--- config.mk ---
export PLATFORM = sky130hd
export DESIGN_NAME = result_writeback_arbiter
export DESIGN_NICKNAME = d
export VERILOG_FILES = /design/src/rtl/wb_arb_pkg.sv /design/src/rtl/wb_stage_buf.sv /design/src/rtl/result_writeback_arbiter.sv
export SDC_FILE = /design/constraint.sdc
export NUM_CORES = 1
export LEC_CHECK = 0
export ABC_AREA = 1
export CORE_MARGIN = 2
export CORE_UTILIZATION = 45
export DETAILED_ROUTE_END_ITERATION = 16
export PLACE_DENSITY_LB_ADDON = 0.05
export SLEW_MARGIN = 20
export SYNTH_ARGS = -nofsm -noshare
export SYNTH_HDL_FRONTEND = slang
export SYNTH_SLANG_ARGS = --single-unit
export TNS_END_PERCENT = 100
--- constraint.sdc ---
create_clock -name clk -period 5.01 [get_ports clk]
set_input_delay 1.002 -clock clk [delete_from_list [all_inputs] [get_ports clk]]
set_output_delay 1.002 -clock clk [all_outputs]
set_load 0.005 [all_outputs]
--- src/rtl/wb_arb_pkg.sv ---
// Shared types and constants for the result writeback arbiter.
package wb_arb_pkg;

  localparam int RESULTS_PER_BATCH = 4;
  localparam int IDX_W             = $clog2(RESULTS_PER_BATCH);

  typedef logic [1:0] state_t;
  localparam state_t ST_IDLE      = 2'd0;
  localparam state_t ST_WRITE     = 2'd1;
  localparam state_t ST_READ      = 2'd2;
  localparam state_t ST_READ_WAIT = 2'd3;

  typedef enum logic {
    GRANT_WRITE = 1'b0,
    GRANT_READ  = 1'b1
  } grant_e;

endpackage

--- src/rtl/wb_stage_buf.sv ---
// Four-word staging buffer: loads a whole batch at once and pops it one word at a time.
module wb_stage_buf
  import wb_arb_pkg::*;
#(
  parameter int DATA_W = 18
) (
  input  logic                                      clk,
  input  logic                                      rst,
  input  logic                                      load,
  input  logic                                      pop,
  input  logic [RESULTS_PER_BATCH-1:0][DATA_W-1:0]  din,
  output logic                                      full,
  output logic                                      last,
  output logic [DATA_W-1:0]                         word_out
);

  logic [RESULTS_PER_BATCH-1:0][DATA_W-1:0] words_q, words_d;
  logic                                     full_q, full_d;
  logic [IDX_W-1:0]                         idx_q, idx_d;

  always_comb begin
    words_d = words_q;
    full_d  = full_q;
    idx_d   = idx_q;
    if (load) begin
      words_d = din;
      full_d  = 1'b1;
      idx_d   = '0;
    end else if (pop && full_q) begin
      // Popping the last word empties the buffer and rewinds the index.
      if (idx_q == IDX_W'(RESULTS_PER_BATCH - 1)) begin
        full_d = 1'b0;
        idx_d  = '0;
      end else begin
        idx_d = idx_q + IDX_W'(1);
      end
    end
  end

  always_ff @(posedge clk or posedge rst) begin
    if (rst) begin
      words_q <= '0;
      full_q  <= 1'b0;
      idx_q   <= '0;
    end else begin
      words_q <= words_d;
      full_q  <= full_d;
      idx_q   <= idx_d;
    end
  end

  assign full     = full_q;
  assign last     = full_q && (idx_q == IDX_W'(RESULTS_PER_BATCH - 1));
  assign word_out = words_q[idx_q];

endmodule

--- src/rtl/result_writeback_arbiter.sv ---
// Writes MU result batches into the shared single-port SRAM and serves host reads.
// Define WB_STRICT_WRITE_PRIORITY_EN to make pending writes always beat reads.
module result_writeback_arbiter
  import wb_arb_pkg::*;
#(
  parameter int DATA_W      = 18,
  parameter int ADDR_W      = 8,
  parameter int NUM_BATCHES = 4,
  parameter int BASE_ADDR   = 0
) (
  input  logic              clk,
  input  logic              reset,
  input  logic              arithmetic_finish,
  input  logic [DATA_W-1:0] result_1,
  input  logic [DATA_W-1:0] result_2,
  input  logic [DATA_W-1:0] result_3,
  input  logic [DATA_W-1:0] result_4,
  output logic              batch_ready,
  input  logic              rd_req,
  input  logic [ADDR_W-1:0] rd_addr,
  output logic              rd_grant,
  output logic [DATA_W-1:0] rd_data,
  output logic              rd_valid,
  output logic              ram_web,
  output logic [ADDR_W-1:0] ram_addr,
  output logic [DATA_W-1:0] ram_wdata,
  input  logic [DATA_W-1:0] ram_rdata,
  output logic              finish,
  output logic              overflow
);

  localparam int TOTAL_WORDS = NUM_BATCHES * RESULTS_PER_BATCH;
  localparam int CNT_W       = $clog2(TOTAL_WORDS + 1);

  state_t            state_q, state_d;
  grant_e            last_grant_q, last_grant_d;
  logic [ADDR_W-1:0] wr_ptr_q, wr_ptr_d;
  logic [CNT_W-1:0]  cnt_q, cnt_d;
  logic              finish_q, finish_d;
  logic              overflow_q, overflow_d;
  logic [DATA_W-1:0] rd_data_q, rd_data_d;
  logic              rd_valid_q, rd_valid_d;
  logic [ADDR_W-1:0] addr_hold_q, addr_hold_d;
  logic [DATA_W-1:0] wdata_hold_q, wdata_hold_d;

  logic              buf_full, buf_last, buf_load, buf_pop;
  logic [DATA_W-1:0] buf_word;
  logic              write_pending, write_wins;

  wb_stage_buf #(.DATA_W(DATA_W)) u_stage_buf (
    .clk      (clk),
    .rst      (reset),
    .load     (buf_load),
    .pop      (buf_pop),
    .din      ({result_4, result_3, result_2, result_1}),
    .full     (buf_full),
    .last     (buf_last),
    .word_out (buf_word)
  );

  assign batch_ready = !buf_full && !finish_q;
  assign buf_load    = arithmetic_finish && batch_ready;
  // A batch accepted this cycle already counts as pending for arbitration.
  assign write_pending = buf_full || buf_load;

`ifdef WB_STRICT_WRITE_PRIORITY_EN
  assign write_wins = write_pending;
`else
  assign write_wins = write_pending && (!rd_req || last_grant_q == GRANT_READ);
`endif

  always_comb begin
    state_d      = state_q;
    last_grant_d = last_grant_q;
    wr_ptr_d     = wr_ptr_q;
    cnt_d        = cnt_q;
    finish_d     = finish_q;
    overflow_d   = overflow_q;
    rd_data_d    = rd_data_q;
    rd_valid_d   = 1'b0;
    addr_hold_d  = addr_hold_q;
    wdata_hold_d = wdata_hold_q;
    buf_pop      = 1'b0;

    if (arithmetic_finish && !batch_ready) overflow_d = 1'b1;

    case (state_q)
      ST_IDLE: begin
        if (write_wins) begin
          state_d      = ST_WRITE;
          last_grant_d = GRANT_WRITE;
        end else if (rd_req) begin
          state_d      = ST_READ;
          last_grant_d = GRANT_READ;
        end
      end
      ST_WRITE: begin
        buf_pop      = 1'b1;
        wr_ptr_d     = wr_ptr_q + ADDR_W'(1);
        addr_hold_d  = wr_ptr_q;
        wdata_hold_d = buf_word;
        cnt_d        = cnt_q + CNT_W'(1);
        if (cnt_q == CNT_W'(TOTAL_WORDS - 1)) finish_d = 1'b1;
        if (buf_last) state_d = ST_IDLE;
      end
      ST_READ: begin
        addr_hold_d = rd_addr;
        state_d     = ST_READ_WAIT;
      end
      ST_READ_WAIT: begin
        rd_data_d  = ram_rdata;
        rd_valid_d = 1'b1;
        state_d    = ST_IDLE;
      end
      default: state_d = ST_IDLE;
    endcase
  end

  always_ff @(posedge clk or posedge reset) begin
    if (reset) begin
      state_q      <= ST_IDLE;
      last_grant_q <= GRANT_READ;
      wr_ptr_q     <= ADDR_W'(BASE_ADDR);
      cnt_q        <= '0;
      finish_q     <= 1'b0;
      overflow_q   <= 1'b0;
      rd_data_q    <= '0;
      rd_valid_q   <= 1'b0;
      addr_hold_q  <= '0;
      wdata_hold_q <= '0;
    end else begin
      state_q      <= state_d;
      last_grant_q <= last_grant_d;
      wr_ptr_q     <= wr_ptr_d;
      cnt_q        <= cnt_d;
      finish_q     <= finish_d;
      overflow_q   <= overflow_d;
      rd_data_q    <= rd_data_d;
      rd_valid_q   <= rd_valid_d;
      addr_hold_q  <= addr_hold_d;
      wdata_hold_q <= wdata_hold_d;
    end
  end

  // SRAM strobes follow the state directly so a reset drops ram_web at once.
  assign ram_web   = (state_q != ST_WRITE);
  assign ram_addr  = (state_q == ST_WRITE) ? wr_ptr_q :
                     (state_q == ST_READ)  ? rd_addr  : addr_hold_q;
  assign ram_wdata = (state_q == ST_WRITE) ? buf_word : wdata_hold_q;
  assign rd_grant  = (state_q == ST_READ);
  assign rd_data   = rd_data_q;
  assign rd_valid  = rd_valid_q;
  assign finish    = finish_q;
  assign overflow  = overflow_q;

endmodule
* Word level (Yosys, flattened, before mapping)
Index checks and enable logic that the tools add are counted.
Widths: inputs -> output; s select.
** Storage, ports and cells
- Flip-flop bits (word level) :: 138
- Bits of input ports :: 102
- Output and inout port bits :: 50
- Logic and storage cells :: 69
** Cells by class
- Add/sub/neg operators :: 3
- $lt $le $gt $ge :: 1
- Equality and inequality tests :: 8
- Multiplexer cells :: 20
- Reductions and logical operators :: 21
** Operators by type and width (number)
- $bmux 18 s2 :: 1
- $mux 18 :: 2
- $mux 8 :: 2
- $pmux 8 s2 :: 1
- $mux 2 :: 6
- $add 8x1->8 const B :: 1
- $pmux 2 s4 :: 1
- $reduce_and 2->1 :: 4
- $reduce_bool 2->1 :: 4
- $mux 1 :: 7
- $eq 2x2->1 const B :: 3
- $logic_and 1x1->1 :: 6
- $add 5x1->5 const B :: 1
- $eq 5x4->1 const B :: 1
- $logic_not 1->1 :: 4
- $lt 2x3->1 const B :: 1
- $ne 3x3->1 const B :: 1
- $add 2x1->2 const B :: 1
- $eq 2x1->1 const B :: 1
- $logic_not 2->1 :: 1
- $logic_or 1x1->1 :: 2
- $ne 2x1->1 const B :: 1
- $ne 2x2->1 const B :: 1

* Longest topological paths before layout
Gate-level depths: netlist of run 1.
- Word-level depth :: 7
- Gate-level depth with buffers :: 8
- Gate-level depth less buffers :: 7

* Modules after synthesis
From an unflattened synthesis of run 1, not the netlist that was laid out.
** Unflattened totals
- Cells, all modules :: 763
- Area total of the unflattened synthesis :: 6398.6 um^2
** By module, submodules not included
- wb_stage_buf :: times used 1, cells an instance 462, area each 3578.4 um^2, seq. area each 1876.8 um^2
- result_writeback_arbiter :: times used 1, cells an instance 301, area each 2820.2 um^2, seq. area each 1577.8 um^2

* Least setup slack after synthesis of run 1
OpenSTA, ideal clock, no wires.
- Path kind :: input port to output port
- Start point :: input rd_addr[0]
- End point :: output ram_addr[0]
- Arrival :: 1.295 ns
- Required time :: 4.008 ns
- Path slack :: 2.713 ns
- Stages :: 3
- Buffers on the path :: 0
- Cells stage by stage :: nand2_1 -> o21ai_0 -> o21a_1
** Between the ends
- Cells in the longest elaborated chain, start to end :: 2
** RTL lines
- start: declaration :: RTL line result_writeback_arbiter.sv:20 : input logic [ADDR_W-1:0] rd_addr,
- $mux 8 :: RTL line result_writeback_arbiter.sv:148 : (state_q == ST_READ) ? rd_addr : addr_hold_q;
- $mux 8 :: RTL line result_writeback_arbiter.sv:147 : assign ram_addr = (state_q == ST_WRITE) ? wr_ptr_q :
- end: declaration :: RTL line result_writeback_arbiter.sv:25 : output logic [ADDR_W-1:0] ram_addr,
Every way passes these cells.

* Final worst setup path of run 1
- Start point :: register state_q[1]
- End point :: output ram_wdata[0]
** Between the ends
- Cells in the longest elaborated chain, start to end :: 2
** RTL lines
- start: declaration :: RTL line result_writeback_arbiter.sv:35 : state_t state_q, state_d;
- start signal: assignment :: RTL line result_writeback_arbiter.sv:132 : state_q <= state_d;
- $eq 2x1->1 :: RTL line result_writeback_arbiter.sv:149 : assign ram_wdata = (state_q == ST_WRITE) ? buf_word : wdata_hold_q;
- $mux 18
- end: declaration :: RTL line result_writeback_arbiter.sv:26 : output logic [DATA_W-1:0] ram_wdata,
Every way passes these cells.

==> run summary, run 1 <==
Status = finished clean
Core area = 13,300 sq um
Fin crit period = 3.72 ns
Via density per instance = 4.98
R2R cell count = 5
Worst hold margin = 0.470 ns
Initial antenna violation count = 0
Synth warnings = 0
Routing usage on met1 = 0.286
IO Port Bufs = 151
Clock root cell = clkbuf_16
Starting density of the core = 0.462
Post-CTS Setup Inserts = 0
Antenna violation net count after detailed routing = 0
Initial DRT Pass Iterations = 5
I/O pin cnt = 152
First-pass GRT wire length = 23,400 um
Post-synth EDFFs = 0
Post-CTS Hold Buffers = 0
Final WL = 14,300 um
CTS Buf Count = 17
Layout area overhead = 34.5%
Hold path cells = 2
Cell variety after synth = 28
Peak VDD IR = 330 uV
HP Class = reg -> reg
Vias in the first global route = 4,714
Fin. max-slew vios = 0
DP HPWL = 9210 um
Setup crit start kind = register
Critical R2R Launch = u_stage_buf.full
Mapped Area = 6140 sq um
Data arrival, critical path = 2.71 ns
Hold Path End = u_stage_buf.words_q[7]
Period utilisation layout = 0.742
Synth Flop Type = dfrtp_1
Starting DRC count in detailed routing = 315
Fmax achieved = 269 MHz
Clock buffer depth = 2
Crit Path Max Fanout = 32
Largest net degree at the start of global routing = 121
GRT busiest layer = met2
# DRC = 0
PwrDens = 633 nW/um^2
Via count = 5,035
Crit path required time = 4.01 ns
WL per Instance = 14.1 um
Final GP Congestion = 0.778
Layout cells sized above 1 = 0.0731
Row count = 42
R2R setup slack = 2.46 ns
Asr flop ratio synth = 1.00
M2 GR Usage = 0.318
Hold Vio Cnt, Final = 0
GRT Total Usage = 0.205
Synth Net Count = 799
Num Clock Sinks = 138
RSZ-0062 raised after global routing = no
Synth Register Bits = 138
GRT Residual Overflow = 0
Final Skew = 0.00530 ns
Die height = 121 um
Mapped Cells = 689
Hold path start = u_stage_buf.words_q[7]
Relative slew slack = 0.325
Die W = 121 um
Seq/Total Area, Yosys = 0.563
Leak = 3.81 nW
Fin nets = 932
Clock latency on the worst-skew pair = 0.42 ns
Met3 Use GR = 0.0415
Number of diodes = 0
Max Cap Viol = 0
Setup crit end kind = output port
Setup violations, final = 0
Register clock-pin slew on the reported worst setup and hold paths = 0.06 ns
Terminus of the critical flop-to-flop path = u_stage_buf.words_q[20]
H-tree depth = 4
Cts repair resizes = 0
CTS tree = yes
Worst-margin pin slew = 1.01 ns
Fill cells = 1,109
Mean Syn Cell Area = 8.91 sq um
Critical path class = reg -> out
DIE AREA = 14,600 sq um
Setup tns final = 0 ns
==> how the worst max path moves through the flow <==
| stage | from | end | cells past startpoint | slack, ns |
|---|---|---|---|---|
| 2_1_floorplan | reset | addr_hold_q[0] | 1 | 0.31 |
| 3_3_place_gp | u_stage_buf.idx_q[0] | ram_wdata[10] | 4 | 1.53 |
| 3_5_place_dp | arithmetic_finish | u_stage_buf.words_q[33] | 5 | 1.49 |
| 4_1_cts | u_stage_buf.idx_q[1] | ram_wdata[16] | 5 | 1.07 |
| 5_1_grt | state_q[1] | ram_wdata[9] | 6 | 1.14 |
| 6_report | state_q[1] | ram_wdata[0] | 6 | 1.29 |
==> kinds of logic (layout without fill, tap and decap cells) <==
family | Yosys count | in the layout | synth area share
AO/OA/AOI/OAI | 140 | 140 | 0.126
XOR/XNOR | 9 | 9 | 0.0128
adder cells (fa/ha/maj) | 8 | 8 | 0.0163
buffers and inverters | 100 | 246 | 0.0767
flip-flops | 138 | 138 | 0.563
multiplexers | 18 | 18 | 0.0330
AND/OR/NAND/NOR | 276 | 276 | 0.173
==> synth_stat cells, types with 2 or more instances <==
| library cell | n | area [sq um] |
|---|---|---|
| a21oi_1 | 17 | 85.1 |
| a31oi_1 | 18 | 113 |
| buf_2 | 20 | 100 |
| buf_4 | 10 | 75.1 |
| buf_6 | 4 | 45.0 |
| clkbuf_1 | 5 | 18.8 |
| dfrtp_1 | 137 | 3430 |
| ha_1 | 8 | 100 |
| inv_1 | 59 | 221 |
| mux2_2 | 18 | 203 |
| nand2_1 | 225 | 845 |
| nand3_1 | 5 | 25.0 |
| nand4_1 | 3 | 18.8 |
| nor2_1 | 41 | 154 |
| o211ai_1 | 10 | 75.1 |
| o21ai_0 | 52 | 260 |
| o21ai_1 | 37 | 185 |
| o21bai_1 | 2 | 15.0 |
| xor2_1 | 9 | 78.8 |
==> through the flow <==
step	std cells	setup slack, ns	utilization	power [mW]	instance area [sq um]
global route	1011	1.14	0.621	5.64	8260
CTS	1011	1.07	0.621	5.28	8250
floorplan	689	0.313	-	3.16	6140
detailed placement	979	1.49	0.576	4.02	7650
global placement	979	1.53	0.576	3.96	7650
finish	1011	1.29	0.621	5.23	8260
==> cell usage in the layout, fill, tap and decap left out, drive strengths merged <==
cell type / instances
o211a: 1
dfrtp: 137
a21oi: 17
inv: 61
ha: 8
buf: 2
o21ai: 89
nand4: 3
bufinv: 1
clkbuf: 26
a21o: 1
nand2: 226
o21a: 1
nor2: 42
xor2: 9
nand3: 5
dfstp: 1
clkinv: 4
a211oi: 1
a31oi: 18
o211ai: 10
clkinvlp: 1
clkdlybuf4s50: 151
o21bai: 2
mux2: 18
==> critical path: stages, from the launching register on <==
cell	delay, ns
dfrtp_1	0.41
inv_1	0.09
ha_2	0.42
buf_4	0.43
nor2_1	0.09
a31oi_1	0.27
clkdlybuf4s50_1	0.57
==> state kept, by name, summed over array words and instances (netlist names) <==
name	flops
u_stage_buf.words_q	72
rd_data	18
wdata_hold_q	18
addr_hold_q	8
wr_ptr_q	8
cnt_q	5
state_q	2
u_stage_buf.idx_q	2
finish	1
last_grant_q	1
overflow	1
rd_valid	1
u_stage_buf.full	1
==> per-layer routing <==
metal / vias up / part of all wire
li1: 2475 / -
met1: 2387 / 0.46
met2: 160 / 0.48
met3: 13 / 0.054
met4: 0 / 0.013
met5: - / 0
==> layout make-up <==
| class | instances | area [sq um] | share of cell area |
|---|---|---|---|
| clock inverter | 6 | 57.6 | 0.00697 |
| clock buffer | 26 | 539 | 0.0653 |
| multi-input combinational | 451 | 2210 | 0.268 |
| inverter | 61 | 239 | 0.0289 |
| sequential | 138 | 3460 | 0.419 |
| tap | 176 | 220 | 0.0267 |
| timing repair buffer | 153 | 1530 | 0.185 |
==> power breakdown <==
part | switching, mW | total, mW | internal, mW | leakage (nW)
logic | 0.998 | 2.01 | 1.01 | 1.82
clock network | 0.447 | 1.23 | 0.785 | 0.298
registers | 0.345 | 1.99 | 1.64 | 1.68
Power figures use the tool's default switching activity.
==> inputs of run 2 (changes only) <==
==> constraint.sdc (replaced) <==
create_clock -name clk -period 3 [get_ports clk]
set_input_delay 0.6 -clock clk [delete_from_list [all_inputs] [get_ports clk]]
set_output_delay 0.6 -clock clk [all_outputs]
set_load 0.005 [all_outputs]
==> run summary, run 2 (same netlist as run 1, synthesis figures left out) <==
Status = finished clean
Hold path start = u_stage_buf.words_q[9]
Hold Vio Cnt, Final = 0
Setup crit start kind = register
Final Skew = 0.00395 ns
WL per Instance = 14.4 um
Layout area overhead = 38.8%
CTS Buf Count = 17
Fin. max-slew vios = 0
Critical-path cell list = inv_1 > ha_4 > buf_12 > nor2_1 > a31oi_1 > clkdlybuf4s50_1
Largest register by flop count = u_stage_buf.words_q
Die height = 121 um
Period utilisation layout = 0.958
Clock buffer depth = 2
Worst-margin pin slew = 0.850 ns
Initial DRT Pass Iterations = 5
Via density per instance = 4.91
Most common cell after layout, fill and taps aside = nand2_1
Register clock-pin slew on the reported worst setup and hold paths = 0.06 ns
# DRC = 0
Worst Setup SP = state_q[1]
Core area = 13,300 sq um
HP Class = reg -> reg
Final instance area = 8520 sq um
Post-CTS Hold Buffers = 0
I/O pin cnt = 152
IO Port Bufs = 151
GRT Residual Overflow = 0
Peak VDD IR = 451 uV
DP HPWL = 9810 um
Cells after DPL = 989
Num Clock Sinks = 138
Number of diodes = 0
Max reg flops = 72
Post-route insts no fill = 1,026
Starting density of the core = 0.462
Starting DRC count in detailed routing = 343
Critical path class = reg -> out
Placed inst area = 7820 sq um
Layout cells sized above 1 = 0.0906
CP max-delay cell = clkdlybuf4s50_1
Fin crit period = 2.87 ns
PwrDens = 1070 nW/um^2
Final WL = 14,800 um
Final GP Congestion = 0.794
Critical R2R Launch = state_q[0]
GRT Total Usage = 0.211
Commonest non-fill, non-tap cells in the layout = nand2_1, clkdlybuf4s50_1, dfrtp_1
Initial antenna violation count = 0
Data arrival, critical path = 2.27 ns
Slowest stage delay, CP = 0.58 ns
DIE AREA = 14,600 sq um
Relative slew slack = 0.432
Via count = 5,042
Largest net degree at the start of global routing = 48
Row count = 42
H-tree depth = 4
Crit path required time = 2.40 ns
Die W = 121 um
Max Cap Viol = 0
Clock root cell = clkbuf_16
Fill cells = 1,129
Fmax achieved = 348 MHz
Crit Path Max Fanout = 22
CTS tree = yes
Leak = 3.91 nW
Setup violations, final = 0
Clock latency on the worst-skew pair = 0.41 ns
Fin nets = 947
Total power = 9.08 mW
Vias in the first global route = 4,887
Antenna violation net count after detailed routing = 0
First-pass GRT wire length = 24,200 um
Setup crit end kind = output port
run 2: cell count changes in the layout (fill, tap and decap cells not counted), moves of 2 or more:
cell / previous run / this run
buf_12: 0 / 7
buf_4: 2 / 6
clkinvlp_4: 1 / 5
inv_1: 58 / 56
run 2: worst paths after layout:
kind,endpoint,slack (ns),cells past startpoint
min,u_stage_buf.words_q[9],0.47,2
max,ram_wdata[2],0.13,6
max reg2reg,rd_data[6],1.26,2
min in group asynchronous,u_stage_buf.words_q[59],0.70,2
max in group asynchronous,u_stage_buf.words_q[67],1.56,3
min reg2reg,u_stage_buf.words_q[9],0.47,2
run 2: area by class of cell:
class / instances / area [sq um] / area share
Sequential cell: 138 / 3460 / 0.406
Multi-Input combinational cell: 451 / 2230 / 0.262
Tap cell: 176 / 220 / 0.0258
Inverter: 61 / 243 / 0.0285
Clock buffer: 26 / 529 / 0.0621
Timing Repair inverter: 1 / 7.51 / 0.000881
Timing Repair Buffer: 167 / 1750 / 0.205
Clock inverter: 6 / 82.6 / 0.00969
run 2: where the power goes:
part           leakage, nW  switching [mW]  internal, mW
clock                0.302           0.742          1.38
sequential            1.68           0.459          2.75
combinational         1.92            1.89          1.87
run 2: metrics by stage:
stage | worst slack (ns) | setup TNS, ns | utilization | hold slack, ns
after CTS | 0.0184 | 0 | 0.636 | 0.476
after detailed placement | 0.467 | 0 | 0.588 | 0.460
after floorplan | 0.680 | 0 | - | 0.444
after global placement | 0.527 | 0 | 0.588 | 0.458
after global routing | -0.0333 | -0.0386 | 0.641 | 0.494
final | 0.125 | 0 | 0.641 | 0.474
run 2: metal layers:
layer	part of all wire	vias to the layer above	routed length [um]	GRT usage
met5	0	-	0	0
met4	0.014	0	203	0.0727
met3	0.048	18	716	0.0439
met2	0.48	153	7170	0.334
met1	0.45	2359	6700	0.290
li1	-	2512	-	-
run 2: what timing repair did:
item | in CTS | in global routing
resized for setup | 0 | 7
cloned | 1 | 1
setup endpoints to repair | 1 | 20
buffers inserted | 0 | 3
run 2: worst max-delay path: cells and delay by family (launching register included):
| family | cells | cell delay [ns] |
|---|---|---|
| DFF | 1 | 0.41 |
| adders and majority gates | 1 | 0.24 |
| AOI/OAI and AO/OA | 1 | 0.24 |
| buffers and inverters | 3 | 0.91 |
| and+or+nand+nor | 1 | 0.06 |
